File: src/rtl/mem_access_if.sv
// Signal bundle for the mem_access stage: execute-side input, wback-side
// output and the single-outstanding data-memory request/response port.
interface mem_access_if;
  logic        valid_pre_i;
  logic        ready_pre_o;
  logic        valid_post_o;
  logic        ready_post_i;
  logic        mem_ren_i;
  logic        mem_wen_i;
  logic [2:0]  func3_i;
  logic [31:0] rs2_data_i;
  logic        wsel_i;
  logic        wena_i;
  logic [4:0]  waddr_i;
  logic [31:0] alu_result_i;
  logic        csr_wena_i;
  logic [31:0] csr_waddr_i;
  logic [31:0] csr_wdata_i;
  logic        mem_req_valid_o;
  logic        mem_req_ready_i;
  logic        mem_req_wen_o;
  logic [31:0] mem_req_addr_o;
  logic [31:0] mem_req_wdata_o;
  logic [3:0]  mem_req_wstrb_o;
  logic        mem_resp_valid_i;
  logic [31:0] mem_resp_rdata_i;
  logic        wsel_o;
  logic        wena_o;
  logic [4:0]  waddr_o;
  logic [31:0] alu_result_o;
  logic [31:0] mem_result_o;
  logic        csr_wena_o;
  logic [31:0] csr_waddr_o;
  logic [31:0] csr_wdata_o;

  modport slave (
    input  valid_pre_i, ready_post_i, mem_ren_i, mem_wen_i, func3_i, rs2_data_i,
           wsel_i, wena_i, waddr_i, alu_result_i, csr_wena_i, csr_waddr_i, csr_wdata_i,
           mem_req_ready_i, mem_resp_valid_i, mem_resp_rdata_i,
    output ready_pre_o, valid_post_o, mem_req_valid_o, mem_req_wen_o, mem_req_addr_o,
           mem_req_wdata_o, mem_req_wstrb_o, wsel_o, wena_o, waddr_o, alu_result_o,
           mem_result_o, csr_wena_o, csr_waddr_o, csr_wdata_o
  );

  modport master (
    output valid_pre_i, ready_post_i, mem_ren_i, mem_wen_i, func3_i, rs2_data_i,
           wsel_i, wena_i, waddr_i, alu_result_i, csr_wena_i, csr_waddr_i, csr_wdata_i,
           mem_req_ready_i, mem_resp_valid_i, mem_resp_rdata_i,
    input  ready_pre_o, valid_post_o, mem_req_valid_o, mem_req_wen_o, mem_req_addr_o,
           mem_req_wdata_o, mem_req_wstrb_o, wsel_o, wena_o, waddr_o, alu_result_o,
           mem_result_o, csr_wena_o, csr_waddr_o, csr_wdata_o
  );
endinterface

File: src/rtl/mem_access.sv
// Memory-access pipeline stage: one instruction in flight, single outstanding
// data-memory request, load alignment/extension and store lane formatting.
module mem_access (
  input  logic        clock,
  input  logic        reset,
  mem_access_if.slave bus
);
  typedef enum logic [1:0] {IDLE = 2'b00, REQ = 2'b01, RESP = 2'b10, OUT = 2'b11} state_t;

  function automatic logic [31:0] load_extend(input logic [2:0] func3, input logic [1:0] off,
                                              input logic [31:0] rdata);
    logic [7:0]  byte_s;
    logic [15:0] half_s;
    logic [31:0] res_s;
    byte_s = rdata[{off, 3'b000} +: 8];
    half_s = off[1] ? rdata[31:16] : rdata[15:0];
    case (func3)
      3'b000:  res_s = {{24{byte_s[7]}}, byte_s};
      3'b001:  res_s = {{16{half_s[15]}}, half_s};
      3'b100:  res_s = {24'h000000, byte_s};
      3'b101:  res_s = {16'h0000, half_s};
      default: res_s = rdata;
    endcase
    return res_s;
  endfunction

  // Returns {wdata, wstrb}; codes other than byte/half store a full word.
  function automatic logic [35:0] store_format(input logic [2:0] func3, input logic [1:0] off,
                                               input logic [31:0] rs2);
    logic [31:0] wdata_s;
    logic [3:0]  wstrb_s;
    case (func3)
      3'b000: begin
        wdata_s = {4{rs2[7:0]}};
        wstrb_s = 4'b0001 << off;
      end
      3'b001: begin
        wdata_s = {2{rs2[15:0]}};
        wstrb_s = 4'b0011 << {off[1], 1'b0};
      end
      default: begin
        wdata_s = rs2;
        wstrb_s = 4'b1111;
      end
    endcase
    return {wdata_s, wstrb_s};
  endfunction

  state_t      state_r, state_next_s;
  logic        accept_s, resp_take_s;
  logic        ready_pre_s, valid_post_s, mem_req_valid_s;
  logic        wsel_r, wena_r, csr_wena_r, req_wen_r;
  logic [4:0]  waddr_r;
  logic [2:0]  func3_r;
  logic [3:0]  req_wstrb_r;
  logic [31:0] alu_result_r, csr_waddr_r, csr_wdata_r, mem_result_r;
  logic [31:0] req_addr_r, req_wdata_r;

  // Next-state and handshake decode; reset masks every handshake output.
  always_comb begin
    state_next_s    = state_r;
    ready_pre_s     = 1'b0;
    valid_post_s    = 1'b0;
    mem_req_valid_s = 1'b0;
    accept_s        = 1'b0;
    resp_take_s     = 1'b0;
    if (reset) begin
      state_next_s = IDLE;
    end else begin
      case (state_r)
        IDLE: begin
          ready_pre_s = 1'b1;
          if (bus.valid_pre_i) begin
            accept_s = 1'b1;
            if (bus.mem_ren_i || bus.mem_wen_i) state_next_s = REQ;
            else                                state_next_s = OUT;
          end else begin
            state_next_s = IDLE;
          end
        end
        REQ: begin
          mem_req_valid_s = 1'b1;
          if (bus.mem_req_ready_i) state_next_s = RESP;
          else                     state_next_s = REQ;
        end
        RESP: begin
          if (bus.mem_resp_valid_i) begin
            resp_take_s  = 1'b1;
            state_next_s = OUT;
          end else begin
            state_next_s = RESP;
          end
        end
        OUT: begin
          valid_post_s = 1'b1;
          if (bus.ready_post_i) state_next_s = IDLE;
          else                  state_next_s = OUT;
        end
        default: state_next_s = IDLE;
      endcase
    end
  end

  // State register.
  always_ff @(posedge clock) begin
    if (reset) state_r <= IDLE;
    else       state_r <= state_next_s;
  end

  // Instruction latch on accept; load result captured on the response.
  always_ff @(posedge clock) begin
    if (reset) begin
      wsel_r       <= 1'b0;
      wena_r       <= 1'b0;
      waddr_r      <= 5'd0;
      alu_result_r <= 32'h0;
      csr_wena_r   <= 1'b0;
      csr_waddr_r  <= 32'h0;
      csr_wdata_r  <= 32'h0;
      func3_r      <= 3'd0;
      mem_result_r <= 32'h0;
      req_wen_r    <= 1'b0;
      req_addr_r   <= 32'h0;
      req_wdata_r  <= 32'h0;
      req_wstrb_r  <= 4'b0000;
    end else if (accept_s) begin
      wsel_r       <= bus.wsel_i;
      wena_r       <= bus.wena_i;
      waddr_r      <= bus.waddr_i;
      alu_result_r <= bus.alu_result_i;
      csr_wena_r   <= bus.csr_wena_i;
      csr_waddr_r  <= bus.csr_waddr_i;
      csr_wdata_r  <= bus.csr_wdata_i;
      func3_r      <= bus.func3_i;
      mem_result_r <= 32'h0;
      req_wen_r    <= bus.mem_wen_i;
      req_addr_r   <= {bus.alu_result_i[31:2], 2'b00};
      if (bus.mem_wen_i) begin
        {req_wdata_r, req_wstrb_r} <= store_format(bus.func3_i, bus.alu_result_i[1:0],
                                                   bus.rs2_data_i);
      end else begin
        req_wdata_r <= 32'h0;
        req_wstrb_r <= 4'b0000;
      end
    end else if (resp_take_s) begin
      mem_result_r <= req_wen_r ? 32'h0
                                : load_extend(func3_r, alu_result_r[1:0], bus.mem_resp_rdata_i);
    end
  end

  assign bus.ready_pre_o     = ready_pre_s;
  assign bus.valid_post_o    = valid_post_s;
  assign bus.mem_req_valid_o = mem_req_valid_s;
  assign bus.mem_req_wen_o   = req_wen_r;
  assign bus.mem_req_addr_o  = req_addr_r;
  assign bus.mem_req_wdata_o = req_wdata_r;
  assign bus.mem_req_wstrb_o = req_wstrb_r;
  assign bus.wsel_o          = wsel_r;
  assign bus.wena_o          = wena_r;
  assign bus.waddr_o         = waddr_r;
  assign bus.alu_result_o    = alu_result_r;
  assign bus.mem_result_o    = mem_result_r;
  assign bus.csr_wena_o      = csr_wena_r;
  assign bus.csr_waddr_o     = csr_waddr_r;
  assign bus.csr_wdata_o     = csr_wdata_r;
endmodule

File: src/flat_wrapper.sv
// flat-port wrapper written by rule: the top's interface ports become plain ports
module mem_access_flat 
  (clock, reset, bus_valid_pre_i, bus_ready_post_i, bus_mem_ren_i, bus_mem_wen_i, bus_func3_i, bus_rs2_data_i, bus_wsel_i, bus_wena_i, bus_waddr_i, bus_alu_result_i, bus_csr_wena_i, bus_csr_waddr_i, bus_csr_wdata_i, bus_mem_req_ready_i, bus_mem_resp_valid_i, bus_mem_resp_rdata_i, bus_ready_pre_o, bus_valid_post_o, bus_mem_req_valid_o, bus_mem_req_wen_o, bus_mem_req_addr_o, bus_mem_req_wdata_o, bus_mem_req_wstrb_o, bus_wsel_o, bus_wena_o, bus_waddr_o, bus_alu_result_o, bus_mem_result_o, bus_csr_wena_o, bus_csr_waddr_o, bus_csr_wdata_o);
  mem_access_if bus_i ();
  input  logic clock;
  input  logic reset;
  input wire logic [$bits(bus_i.valid_pre_i)-1:0] bus_valid_pre_i;
  input wire logic [$bits(bus_i.ready_post_i)-1:0] bus_ready_post_i;
  input wire logic [$bits(bus_i.mem_ren_i)-1:0] bus_mem_ren_i;
  input wire logic [$bits(bus_i.mem_wen_i)-1:0] bus_mem_wen_i;
  input wire logic [$bits(bus_i.func3_i)-1:0] bus_func3_i;
  input wire logic [$bits(bus_i.rs2_data_i)-1:0] bus_rs2_data_i;
  input wire logic [$bits(bus_i.wsel_i)-1:0] bus_wsel_i;
  input wire logic [$bits(bus_i.wena_i)-1:0] bus_wena_i;
  input wire logic [$bits(bus_i.waddr_i)-1:0] bus_waddr_i;
  input wire logic [$bits(bus_i.alu_result_i)-1:0] bus_alu_result_i;
  input wire logic [$bits(bus_i.csr_wena_i)-1:0] bus_csr_wena_i;
  input wire logic [$bits(bus_i.csr_waddr_i)-1:0] bus_csr_waddr_i;
  input wire logic [$bits(bus_i.csr_wdata_i)-1:0] bus_csr_wdata_i;
  input wire logic [$bits(bus_i.mem_req_ready_i)-1:0] bus_mem_req_ready_i;
  input wire logic [$bits(bus_i.mem_resp_valid_i)-1:0] bus_mem_resp_valid_i;
  input wire logic [$bits(bus_i.mem_resp_rdata_i)-1:0] bus_mem_resp_rdata_i;
  output wire logic [$bits(bus_i.ready_pre_o)-1:0] bus_ready_pre_o;
  output wire logic [$bits(bus_i.valid_post_o)-1:0] bus_valid_post_o;
  output wire logic [$bits(bus_i.mem_req_valid_o)-1:0] bus_mem_req_valid_o;
  output wire logic [$bits(bus_i.mem_req_wen_o)-1:0] bus_mem_req_wen_o;
  output wire logic [$bits(bus_i.mem_req_addr_o)-1:0] bus_mem_req_addr_o;
  output wire logic [$bits(bus_i.mem_req_wdata_o)-1:0] bus_mem_req_wdata_o;
  output wire logic [$bits(bus_i.mem_req_wstrb_o)-1:0] bus_mem_req_wstrb_o;
  output wire logic [$bits(bus_i.wsel_o)-1:0] bus_wsel_o;
  output wire logic [$bits(bus_i.wena_o)-1:0] bus_wena_o;
  output wire logic [$bits(bus_i.waddr_o)-1:0] bus_waddr_o;
  output wire logic [$bits(bus_i.alu_result_o)-1:0] bus_alu_result_o;
  output wire logic [$bits(bus_i.mem_result_o)-1:0] bus_mem_result_o;
  output wire logic [$bits(bus_i.csr_wena_o)-1:0] bus_csr_wena_o;
  output wire logic [$bits(bus_i.csr_waddr_o)-1:0] bus_csr_waddr_o;
  output wire logic [$bits(bus_i.csr_wdata_o)-1:0] bus_csr_wdata_o;
  assign bus_i.valid_pre_i = bus_valid_pre_i;
  assign bus_i.ready_post_i = bus_ready_post_i;
  assign bus_i.mem_ren_i = bus_mem_ren_i;
  assign bus_i.mem_wen_i = bus_mem_wen_i;
  assign bus_i.func3_i = bus_func3_i;
  assign bus_i.rs2_data_i = bus_rs2_data_i;
  assign bus_i.wsel_i = bus_wsel_i;
  assign bus_i.wena_i = bus_wena_i;
  assign bus_i.waddr_i = bus_waddr_i;
  assign bus_i.alu_result_i = bus_alu_result_i;
  assign bus_i.csr_wena_i = bus_csr_wena_i;
  assign bus_i.csr_waddr_i = bus_csr_waddr_i;
  assign bus_i.csr_wdata_i = bus_csr_wdata_i;
  assign bus_i.mem_req_ready_i = bus_mem_req_ready_i;
  assign bus_i.mem_resp_valid_i = bus_mem_resp_valid_i;
  assign bus_i.mem_resp_rdata_i = bus_mem_resp_rdata_i;
  assign bus_ready_pre_o = bus_i.ready_pre_o;
  assign bus_valid_post_o = bus_i.valid_post_o;
  assign bus_mem_req_valid_o = bus_i.mem_req_valid_o;
  assign bus_mem_req_wen_o = bus_i.mem_req_wen_o;
  assign bus_mem_req_addr_o = bus_i.mem_req_addr_o;
  assign bus_mem_req_wdata_o = bus_i.mem_req_wdata_o;
  assign bus_mem_req_wstrb_o = bus_i.mem_req_wstrb_o;
  assign bus_wsel_o = bus_i.wsel_o;
  assign bus_wena_o = bus_i.wena_o;
  assign bus_waddr_o = bus_i.waddr_o;
  assign bus_alu_result_o = bus_i.alu_result_o;
  assign bus_mem_result_o = bus_i.mem_result_o;
  assign bus_csr_wena_o = bus_i.csr_wena_o;
  assign bus_csr_waddr_o = bus_i.csr_waddr_o;
  assign bus_csr_wdata_o = bus_i.csr_wdata_o;
  mem_access u_core (.clock(clock), .reset(reset), .bus(bus_i));
endmodule
File: config.mk
export PLATFORM = sky130hd
export DESIGN_NAME = mem_access_flat
export DESIGN_NICKNAME = d
export VERILOG_FILES = /design/src/rtl/mem_access_if.sv /design/src/rtl/mem_access.sv /design/src/flat_wrapper.sv
export SDC_FILE = /design/constraint.sdc
export NUM_CORES = 1
export LEC_CHECK = 0
export ABC_AREA = 1
export ABC_CLOCK_PERIOD_IN_PS = 1900
export CORE_AREA = 2 2 150 152
export DETAILED_ROUTE_END_ITERATION = 12
export DIE_AREA = 0 0 152 154
export PLACE_DENSITY_LB_ADDON = 0.25
export SETUP_SLACK_MARGIN = 0.4
export SYNTH_ARGS = -nofsm -noshare
export SYNTH_HDL_FRONTEND = slang
export SYNTH_SLANG_ARGS = --single-unit
export TNS_END_PERCENT = 5
File: constraint.sdc
create_clock -name clock -period 1.9 [get_ports clock]
set_input_delay 0.38 -clock clock [delete_from_list [all_inputs] [get_ports clock]]
set_output_delay 0.38 -clock clock [all_outputs]
set_load 0.01 [all_outputs]
Word level (Yosys, flattened, before mapping)
Index checks and enable logic that the tools add are counted.
Storage, ports and cells
  flip-flop bits (word level): 208
  word-level logic and storage cells: 54
  input bits: 179
Operators by class
  reduce and logical (&&, ||, !) cells: 5
  eq/ne operators: 7
  shift operators: 3
  muxes and demuxes: 25
Operator list (number)
  $pmux W32 S4: 1
  $mux W32: 2
  $pmux W32 S2: 1
  $shiftx A32 B6 Y8: 1
  $mux W16: 1
  $mux W1: 13
  $mux W2: 4
  $pmux W2 S4: 1
  $pmux W4 S2: 1
  $eq A3 B1 Y1 const B: 2
  $eq A3 B3 Y1 const B: 2
  $logic_not A3 Y1: 2
  $eq A2 B2 Y1 const B: 2
  $mux W4: 1
  $shl A1 B2 Y4 const A: 1
  $shl A2 B2 Y4 const A: 1
  $eq A2 B1 Y1 const B: 1
  $logic_not A2 Y1: 1
  $reduce_or A2 Y1: 1
  $logic_or A1 B1 Y1: 1

Longest topological paths before layout
  depth in word-level cells: 4
  mapped depth: 9
  depth with buffers taken out: 8

Least setup slack after synthesis
No wires, ideal clock.
  path kind: input to register
  start: input reset
  end: register u_core.csr_waddr_r[13] (netlist: u_core.bus.csr_waddr_o[13])
  arrival time: 1.318 ns
  buffers on the path: 3
  setup time: 0.059 ns
  cell stages on the path: 5
  path slack: 0.523 ns
  cell sequence: buf_2 > nor3_4 > buf_2 > buf_2 > a22o_1
On the way
  cells in the longest elaborated chain, start to end: 1
RTL lines
  start, declared: RTL line flat_wrapper.sv:6  | input logic reset;
  $mux W1: RTL line mem_access.sv:67  | if (reset) begin
  end signal, assigned: RTL line mem_access.sv:132  | csr_waddr_r <= bus.csr_waddr_i;
  end, declared: RTL line mem_access.sv:56  | logic [31:0] alu_result_r, csr_waddr_r, csr_wdata_r, mem_result_r;
Parallel ways exist; a longest one is shown, timed or not.
A chain may end at the register's enable or synchronous reset.

Worst setup path in the final report
  start: register u_core.alu_result_r[11] (netlist: u_core.bus.alu_result_o[11])
  end: output bus_alu_result_o[11]
RTL lines
  start, declared: RTL line mem_access.sv:56
  start signal, assigned: RTL line mem_access.sv:130  | alu_result_r <= bus.alu_result_i;
  end, declared: RTL line flat_wrapper.sv:33  | output wire logic [$bits(bus_i.alu_result_o)-1:0] bus_alu_result_o;
No word-level cell between the ends.

==> qor.txt <==
DRC = 0
CP Data Arrival Time = 1.35 ns
Most used DFF post-synth = dfxtp_1
Multi-input gate area = 2660 sq um
Worst vdd ir = 0.431 mV
Fin crit period = 1.73 ns
Starting DRT DRC Count = 370
Die W = 152 um
Clock Path Buffers = 2
Most numerous cell in the Yosys netlist = dfxtp_1
Routability cong. = 0.848
Final hold slack = 0.453 ns
Total number of vias = 6,701
Initial Util = 31.5%
Io pins = 387
Cell area after synthesis = 6820 sq um
Largest net degree at the start of global routing = 52
Post-synthesis register bit count = 178
Clk root buf = clkbuf_16
Die ar. = 23,400 sq um
Leak = 0.00476 uW
Die Y = 154 um
CTS clock-pin slew for the worst setup and hold paths = 0.08 ns
# hold bufs at CTS = 0
Worst path cell trace = clkdlybuf4s50_1
RSZ-0062 raised after global routing = true
Setup ws final = 0.167 ns
CP Max Fanout = 3
DP HPWL = 18,100 um
FP Rows = 54
Clk sinks = 178
DR vias/cell = 4.75
PortBufs = 384
Status = finished, final reports clean
Max-Cap Viols = 0
Synth cell count leaders = dfxtp_1 (178), nand2_1 (137), a22o_1 (114)
Drt first pass iters = 5
Final setup violation count = 0
FFs w/ async S/R, synth = 0%
Pwr/cell area = 844 nW/um^2
Final period utilization = 91.2%
Antenna-violating nets left = 0
Worst path required time = 1.52 ns
Synth top area share = 52.2%
Vias in the first global route = 6,644
Fillers = 1,962
Grt total ovfl = 0
Endpoints failing hold = 0
Avg Inst Size Synth = 9.02 sq um
Drt total wl = 23,900 um
First-pass GRT wire length = 37,100 um
Type of origin of the critical path = register
DP Worst Slack = -0.213 ns
Critical path class = register to output port
Layout area overhead = 70.4%
TritonCTS clock tree = done
CP endpoint kind = output port
Final Slew Violations = 0
Fmax = 0.577 GHz
Per-cell routed wire length = 16.9 um
Hold crit path type = register to register
Yosys top cell by area = dfxtp_1
Biggest cell delay along the critical path = 0.55 ns
Reg area = 3570 sq um
Number of synthesized flops with an enable pin = 0
Layout cells sized above 1 = 10.4%
Core Region = 21,700 sq um
Area contributors post-synth = dfxtp_1 (52%), a22o_1 (15%), nand2_1 (7.5%)
Post-synthesis cell count = 756
Slowest cell on the critical path = clkdlybuf4s50_1
Post-synth cell types = 27
Initial antenna violation count = 1
CTS Buf Count = 17
H-tree level count = 4
Post-layout nets = 1,295
Skew-Pair Late Insertion Delay = 0.43 ns
Final Skew = 0.0118 ns
Tot GR Track Use = 19.9%
CP top delay family = buffers and inverters
Synth warnings = 0
CP bufs+invs = 1
Post-synthesis sequential area ratio = 52.2%
-- where the power goes --
part / internal [uW] / leakage, uW / switching (uW)
clock network: 1780 / 0.000283 / 1660
logic: 1230 / 0.00302 / 971
registers: 4000 / 0.00146 / 166
total: 7020 / 0.00476 / 2800
-- layout by cell type (no fill, tap or decap), types with 11 or more instances in the layout --
| cell | instances |
|---|---|
| nand3_1 | 33 |
| clkbuf_16 | 17 |
| clkdlybuf4s50_1 | 346 |
| a22o_1 | 114 |
| buf_4 | 25 |
| dlygate4sd2_1 | 17 |
| buf_12 | 13 |
| dlymetal6s2s_1 | 11 |
| a21oi_1 | 42 |
| or2_2 | 15 |
| nor2_1 | 20 |
| inv_1 | 33 |
| o21ai_0 | 56 |
| dfxtp_1 | 174 |
| nand2_1 | 137 |
-- final timing paths --
| kind | endpoint | cells past startpoint | slack [ns] | start |
|---|---|---|---|---|
| worst min-delay path | u_core.bus.mem_req_wdata_o[30] | 2 | 0.45 | u_core.bus.mem_req_wdata_o[30] |
| worst max-delay path | bus_alu_result_o[11] | 1 | 0.17 | u_core.bus.alu_result_o[11] |
| worst max register to register | u_core.bus.mem_result_o[11] | 8 | 0.42 | u_core.state_r[1] |
| worst min register to register | u_core.bus.mem_req_wdata_o[30] | 2 | 0.45 | u_core.bus.mem_req_wdata_o[30] |
-- area by class of cell --
class,instances,share of cell area [%]
well taps,280,3.01
clock inverters,14,1.19
inverters,39,1.35
clock buffers,18,3.78
diodes,1,0.0215
flip-flops and latches,178,30.7
multi-input cells,457,22.9
repair buffers,423,37.0
-- what timing repair did --
action,in CTS,in global routing
setup endpoints to repair,232,256
setup buffers,2,2
resized for setup,58,20
pin swaps,0,0
-- sequential cells by signal, indices dropped and copies added (netlist names) --
name and flops:
u_core.bus.csr_wdata_o 32, u_core.bus.mem_req_wstrb_o 4, u_core.state_r 2, u_core.bus.mem_result_o 32, u_core.bus.mem_req_wen_o 1, u_core.bus.csr_waddr_o 32
u_core.bus.csr_wena_o 1, u_core.bus.waddr_o 5, u_core.bus.wena_o 1, u_core.bus.mem_req_wdata_o 32, u_core.bus.wsel_o 1, u_core.bus.alu_result_o 32
u_core.func3_r 3
-- logic make-up (layout without fill, tap and decap cells) --
logic type,Yosys count,in the layout,share of synthesized area (%)
AO/OA/AOI/OAI,236,236,24.3
flip-flops,178,178,52.2
buffers and inverters,122,494,9.35
other,1,3,0.0550
AND/OR/NAND/NOR,219,219,14.0
-- routing by layer --
layer	track usage, %	vias up	share of wire, %
met5	0	-	0
met4	5.34	0	1.6
met3	6.79	23	7.4
met2	35.4	275	51
met1	22.8	3081	40
li1	-	3322	-
-- per-stage QoR --
stage / cells / TNS, ns / total power, uW / utilization (%) / area [sq um]
detailed placement: 1373 / -2.11 / 6460 / 50.5 / 11000
global route: 1409 / 0 / 10300 / 53.6 / 11600
global placement: 1373 / -0.713 / 6450 / 50.5 / 11000
finish: 1410 / 0 / 9810 / 53.6 / 11600
floorplan: 757 / 0 / 5180 / - / 6830
CTS: 1407 / 0 / 9920 / 53.3 / 11600
No activity file was read; power rests on OpenSTA's default activity.
